File: config.mk
export PLATFORM = sky130hd
export DESIGN_NAME = bcd2bin
export DESIGN_NICKNAME = d
export VERILOG_FILES = /design/src/rtl/bcd2bin.sv
export SDC_FILE = /design/constraint.sdc
export NUM_CORES = 1
export LEC_CHECK = 0
export ABC_AREA = 1
export CAP_MARGIN = 20
export CORE_UTILIZATION = 57
export DETAILED_ROUTE_END_ITERATION = 12
export PLACE_DENSITY = 0.81
export SKIP_CTS_REPAIR_TIMING = 1
export SLEW_MARGIN = 20
export SYNTH_ARGS = -nofsm -noshare
export SYNTH_HDL_FRONTEND = slang
export SYNTH_SLANG_ARGS = --single-unit
File: constraint.sdc
create_clock -name clk -period 3.2 [get_ports clk]
set_input_delay 0.32 -clock clk [delete_from_list [all_inputs] [get_ports clk]]
set_output_delay 0.32 -clock clk [all_outputs]
set_load 0.01 [all_outputs]
File: src/rtl/bcd2bin.sv
// ---------------------------------------------------------------------------
// bcd2bin : converts four BCD digits (thousands..units) into a 14-bit binary
// value using Horner accumulation, one digit per clock edge.
//
// Timeline for a request accepted on edge E0:
//   E0 : digits captured, digit-range check captured, busy rises
//   E1 : acc = d1
//   E2 : acc = acc*10 + d2
//   E3 : acc = acc*10 + d3
//   E4 : out = acc*10 + d4 (or 0 on a bad digit), err updated,
//        out_valid pulses for one cycle, busy falls
//   E5 : earliest edge at which the next request can be accepted
// ---------------------------------------------------------------------------
module bcd2bin (
    input  logic        clk,
    input  logic        rst_n,
    input  logic        in_valid,
    input  logic [3:0]  N1,
    input  logic [3:0]  N2,
    input  logic [3:0]  N3,
    input  logic [3:0]  N4,
    output logic        busy,
    output logic        out_valid,
    output logic [13:0] out,
    output logic        err
);

    // One idle state plus one state per digit being folded into the accumulator.
    typedef enum logic [2:0] {
        ST_IDLE = 3'd0,
        ST_D1   = 3'd1,
        ST_D2   = 3'd2,
        ST_D3   = 3'd3,
        ST_D4   = 3'd4
    } state_t;

    state_t      state_q,  state_d;
    logic [3:0]  dig1_q,   dig1_d;
    logic [3:0]  dig2_q,   dig2_d;
    logic [3:0]  dig3_q,   dig3_d;
    logic [3:0]  dig4_q,   dig4_d;
    logic        bad_q,    bad_d;
    logic [13:0] acc_q,    acc_d;
    logic [13:0] out_q,    out_d;
    logic        err_q,    err_d;
    logic        ovalid_q, ovalid_d;
    logic        busy_q,   busy_d;

    // A BCD digit is only legal in the range 0..9.
    function automatic logic digit_bad(input logic [3:0] d);
        digit_bad = (d > 4'd9);
    endfunction

    // One Horner step: shift the decimal value left one place and add a digit.
    // With legal digits the accumulator never exceeds 9999, so 14 bits suffice;
    // with an illegal digit the value may wrap, but it is discarded anyway.
    function automatic logic [13:0] horner_step(input logic [13:0] acc,
                                                input logic [3:0]  d);
        horner_step = (acc * 14'd10) + {10'd0, d};
    endfunction

    // State, captured operands, accumulator and registered outputs.
    always_ff @(posedge clk or negedge rst_n) begin
        if (!rst_n) begin
            state_q  <= ST_IDLE;
            dig1_q   <= 4'd0;
            dig2_q   <= 4'd0;
            dig3_q   <= 4'd0;
            dig4_q   <= 4'd0;
            bad_q    <= 1'b0;
            acc_q    <= 14'd0;
            out_q    <= 14'd0;
            err_q    <= 1'b0;
            ovalid_q <= 1'b0;
            busy_q   <= 1'b0;
        end else begin
            state_q  <= state_d;
            dig1_q   <= dig1_d;
            dig2_q   <= dig2_d;
            dig3_q   <= dig3_d;
            dig4_q   <= dig4_d;
            bad_q    <= bad_d;
            acc_q    <= acc_d;
            out_q    <= out_d;
            err_q    <= err_d;
            ovalid_q <= ovalid_d;
            busy_q   <= busy_d;
        end
    end

    // Next-state logic: accept in idle, then fold in one digit per cycle.
    always_comb begin
        state_d  = state_q;
        dig1_d   = dig1_q;
        dig2_d   = dig2_q;
        dig3_d   = dig3_q;
        dig4_d   = dig4_q;
        bad_d    = bad_q;
        acc_d    = acc_q;
        out_d    = out_q;
        err_d    = err_q;
        ovalid_d = 1'b0;
        busy_d   = busy_q;

        case (state_q)
            ST_IDLE: begin
                // Requests are only seen here, so in_valid while busy is dropped.
                if (in_valid) begin
                    dig1_d  = N1;
                    dig2_d  = N2;
                    dig3_d  = N3;
                    dig4_d  = N4;
                    bad_d   = digit_bad(N1) | digit_bad(N2) |
                              digit_bad(N3) | digit_bad(N4);
                    busy_d  = 1'b1;
                    state_d = ST_D1;
                end else begin
                    busy_d  = 1'b0;
                    state_d = ST_IDLE;
                end
            end
            ST_D1: begin
                acc_d   = {10'd0, dig1_q};
                state_d = ST_D2;
            end
            ST_D2: begin
                acc_d   = horner_step(acc_q, dig2_q);
                state_d = ST_D3;
            end
            ST_D3: begin
                acc_d   = horner_step(acc_q, dig3_q);
                state_d = ST_D4;
            end
            ST_D4: begin
                acc_d    = horner_step(acc_q, dig4_q);
                if (bad_q) begin
                    out_d = 14'd0;
                end else begin
                    out_d = horner_step(acc_q, dig4_q);
                end
                err_d    = bad_q;
                ovalid_d = 1'b1;
                busy_d   = 1'b0;
                state_d  = ST_IDLE;
            end
            default: begin
                busy_d   = 1'b0;
                ovalid_d = 1'b0;
                state_d  = ST_IDLE;
            end
        endcase
    end

    // Outputs come straight from registers.
    always_comb begin
        busy      = busy_q;
        out_valid = ovalid_q;
        out       = out_q;
        err       = err_q;
    end

endmodule

==> out/metrics.cfg, run 1 <==
[critical_path]
critPathSlowestCell=dfrtp_1
crit_chain=ha_1 > ha_1 > inv_1 > fa_1 > inv_1 > nand2_1 > nand2_1 > nand3b_1 > nand2_1 > inv_1 > nor3_1 > nand4_1 > nand3_1 > nand2_1
crit_path_start_kind=flip-flop
crit_path_frequent_cell=nand2_1
worstPathArrival_ns=3.07
cp_slowest_stage_delay_ns=0.49
required_ns=3.41
cp-end-kind=flip-flop
crit_type=reg -> reg
worstPathMaxFanout=6

[drt]
wirelength_um=7830
drt-initial-drc-count=202
wl_per_cell_um=14.1
vias_per_cell=5.42
final_antenna_net_count=0
dr.pass1.iters=4
num_vias=3001
drc=0

[synth]
yosysSeqAreaShare=0.384
synth.distinct_cells=33
avgSynthCellArea_um2=7.40
ys_seq_elements=50
synth_top_area_share=0.384
ys.flop_type=dfrtp_1
synth_cells=440
syn-num-nets=487
netlist_area_mm2=0.00326
synth_edf_count=0
yosys_warnings=0
synth_area_leaders=dfrtp_1 (38%), nand2_1 (19%), ha_1 (9.6%), nand3_1 (6.8%), o21ai_0 (4.6%)
synth_top_area_cell=dfrtp_1
synthArstFlopShare=1.00

[job]
maxCapViolCount=0

[global_route]
grt_pass1_vias=3051
grt_max_degree=31
antenna_found_initial=0
grt_overflow_total=0
grt_usage=0.296
grt_pass1_wl_um=13700

[placed_design]
io_buffers=35
gp_congestion=0.907
post_dp_cell_area_mm2=0.00370
pre_cts_ws_ns=0.340
dpl.hpwl_um=6040

[die]
core-area_mm2=0.00551
io_pins=36
initial_utilization=0.592
die_h_um=77.6
dieArea_mm2=0.00602
die_x_um=77.6
rows=27

[hold_path]
worstHoldPathType=reg -> reg

[timing]
slew_headroom=0.690
period_share=0.894
hold_ws_ns=0.476
drv_slew=0
fmax_mhz=350
rsz0062_at_grt=false
setup_ws_ns=0.341
hold_violations=0
min_period_ns=2.86
finalSetupViolations=0
worst_pin_slew_ns=0.466
tns_ns=0
fin_worst_skew_ns=0.00650

[layout]
design_area_mm2=0.00383
final_common_cell=nand2_1
drive_above_1_share=0.0643
area_growth_pct=17.4
diodes=0
nets=528
final_cell_mix=nand2_1 (164), dfrtp_1 (50), nand3_1 (44), inv_1 (37), clkdlybuf4s50_1 (34)

[clock_network]
cts_tree=built
cts.clk_slew.worst_paths_ns=0.10
htreeDepth=2
clock_latency_ns=0.31
clock_path_buffers=2
clock-root-buffer=clkbuf_8
cts_sinks=50
numCtsBuffers=5

[pwr]
switching_share=0.521
seqPwrFrac=0.245
peakVddDrop_uv=512
p_per_area_mw_per_mm2=1220
pwr-share-clk=0.101
p_leak_nw=1.96
p_switching_w=0.00242
p_comb_frac=0.653
p_int_w=0.00223

[run_status]
status=finished, final reports clean

[area by class of cell]
| cell class | count | area (um2) |
|---|---|---|
| timing repair buffer | 41 | 393 |
| fill | 467 | 1680 |
| sequential | 50 | 1250 |
| inverter | 40 | 150 |
| tap | 72 | 90.1 |
| clock inverter | 3 | 48.8 |
| clock buffer | 5 | 68.8 |
| multi-input combinational | 343 | 1820 |
[sequential cells by signal, indices dropped and copies added, names as in the netlist]
register   flops
bad_q          1
dig3_q         4
err            1
busy           1
out_valid      1
acc_q         13
dig1_q         4
dig2_q         4
out           14
state_q        3
dig4_q         4
[routing by layer]
metal / GRT usage / share of wire / up-vias
met5: 0 / 0 / -
met4: 0.115 / 0.026 / 0
met3: 0.0494 / 0.037 / 18
met2: 0.537 / 0.53 / 68
met1: 0.346 / 0.41 / 1392
li1: - / - / 1523
[cell usage after synthesis, types with 2 or more instances]
cell	count
nand2_1	164
dfrtp_1	50
nand3_1	44
inv_1	37
o21ai_0	30
nor2_1	28
ha_1	25
a21oi_1	10
nand4_1	9
clkbuf_1	5
nand2_2	4
nand3_2	4
o211ai_1	4
fa_1	3
a22o_1	2
clkinv_1	2
nor2_2	2
o21ai_1	2
[logic make-up after synthesis]
| group | count (synthesis) | share of synthesized area |
|---|---|---|
| compound gates | 52 | 0.0891 |
| fa+ha+maj | 28 | 0.114 |
| simple gates | 260 | 0.345 |
| buf+inv | 47 | 0.0568 |
| flops | 50 | 0.384 |
| xor+xnor | 3 | 0.0104 |
[stage by stage]
| step | power (W) | util | cells |
|---|---|---|---|
| floorplan | 0.00329 | - | 440 |
| global placement | 0.00405 | 0.671 | 545 |
| detailed placement | 0.00414 | 0.671 | 545 |
| CTS | 0.00464 | 0.693 | 553 |
| global route | 0.00515 | 0.695 | 554 |
| finish | 0.00465 | 0.695 | 554 |
[path summary, 6_finish.rpt]
| check | start | to | slack (ns) | cells after the start |
|---|---|---|---|---|
| min in group asynchronous | rst_n | acc_q[10] | 0.49 | 2 |
| setup / recovery | acc_q[1] | out[13] | 0.34 | 14 |
| hold / removal | busy | busy | 0.48 | 2 |
| setup reg to reg | acc_q[1] | out[13] | 0.34 | 14 |
| hold reg to reg | busy | busy | 0.48 | 2 |
| max in group asynchronous | rst_n | acc_q[2] | 1.94 | 3 |
[critical path: cells and delay by family (launching register included)]
family,cells,cell delay (ns)
buffers and inverters,3,0.29
AND/OR/NAND/NOR,8,1.02
adder cells (fa/ha/maj),3,0.96
flip-flops,1,0.49
[power groups by stage]
stage | logic (W) | registers [W] | clock network, W
2_1_floorplan | 0.00218 | 0.00112 | 0
3_3_place_gp | 0.00291 | 0.00114 | 0
3_5_place_dp | 0.00299 | 0.00115 | 0
4_1_cts | 0.00302 | 0.00114 | 0.000479
5_1_grt | 0.00347 | 0.00118 | 0.000500
6_report | 0.00304 | 0.00114 | 0.000471
Power figures use the tool's default switching activity.
==> inputs of run 2 (changes only) <==
- HOLD_SLACK_MARGIN: default -> 0.15
==> results of run 2 <==
The final DEF is identical to that of run 1; final timing and power are the same.
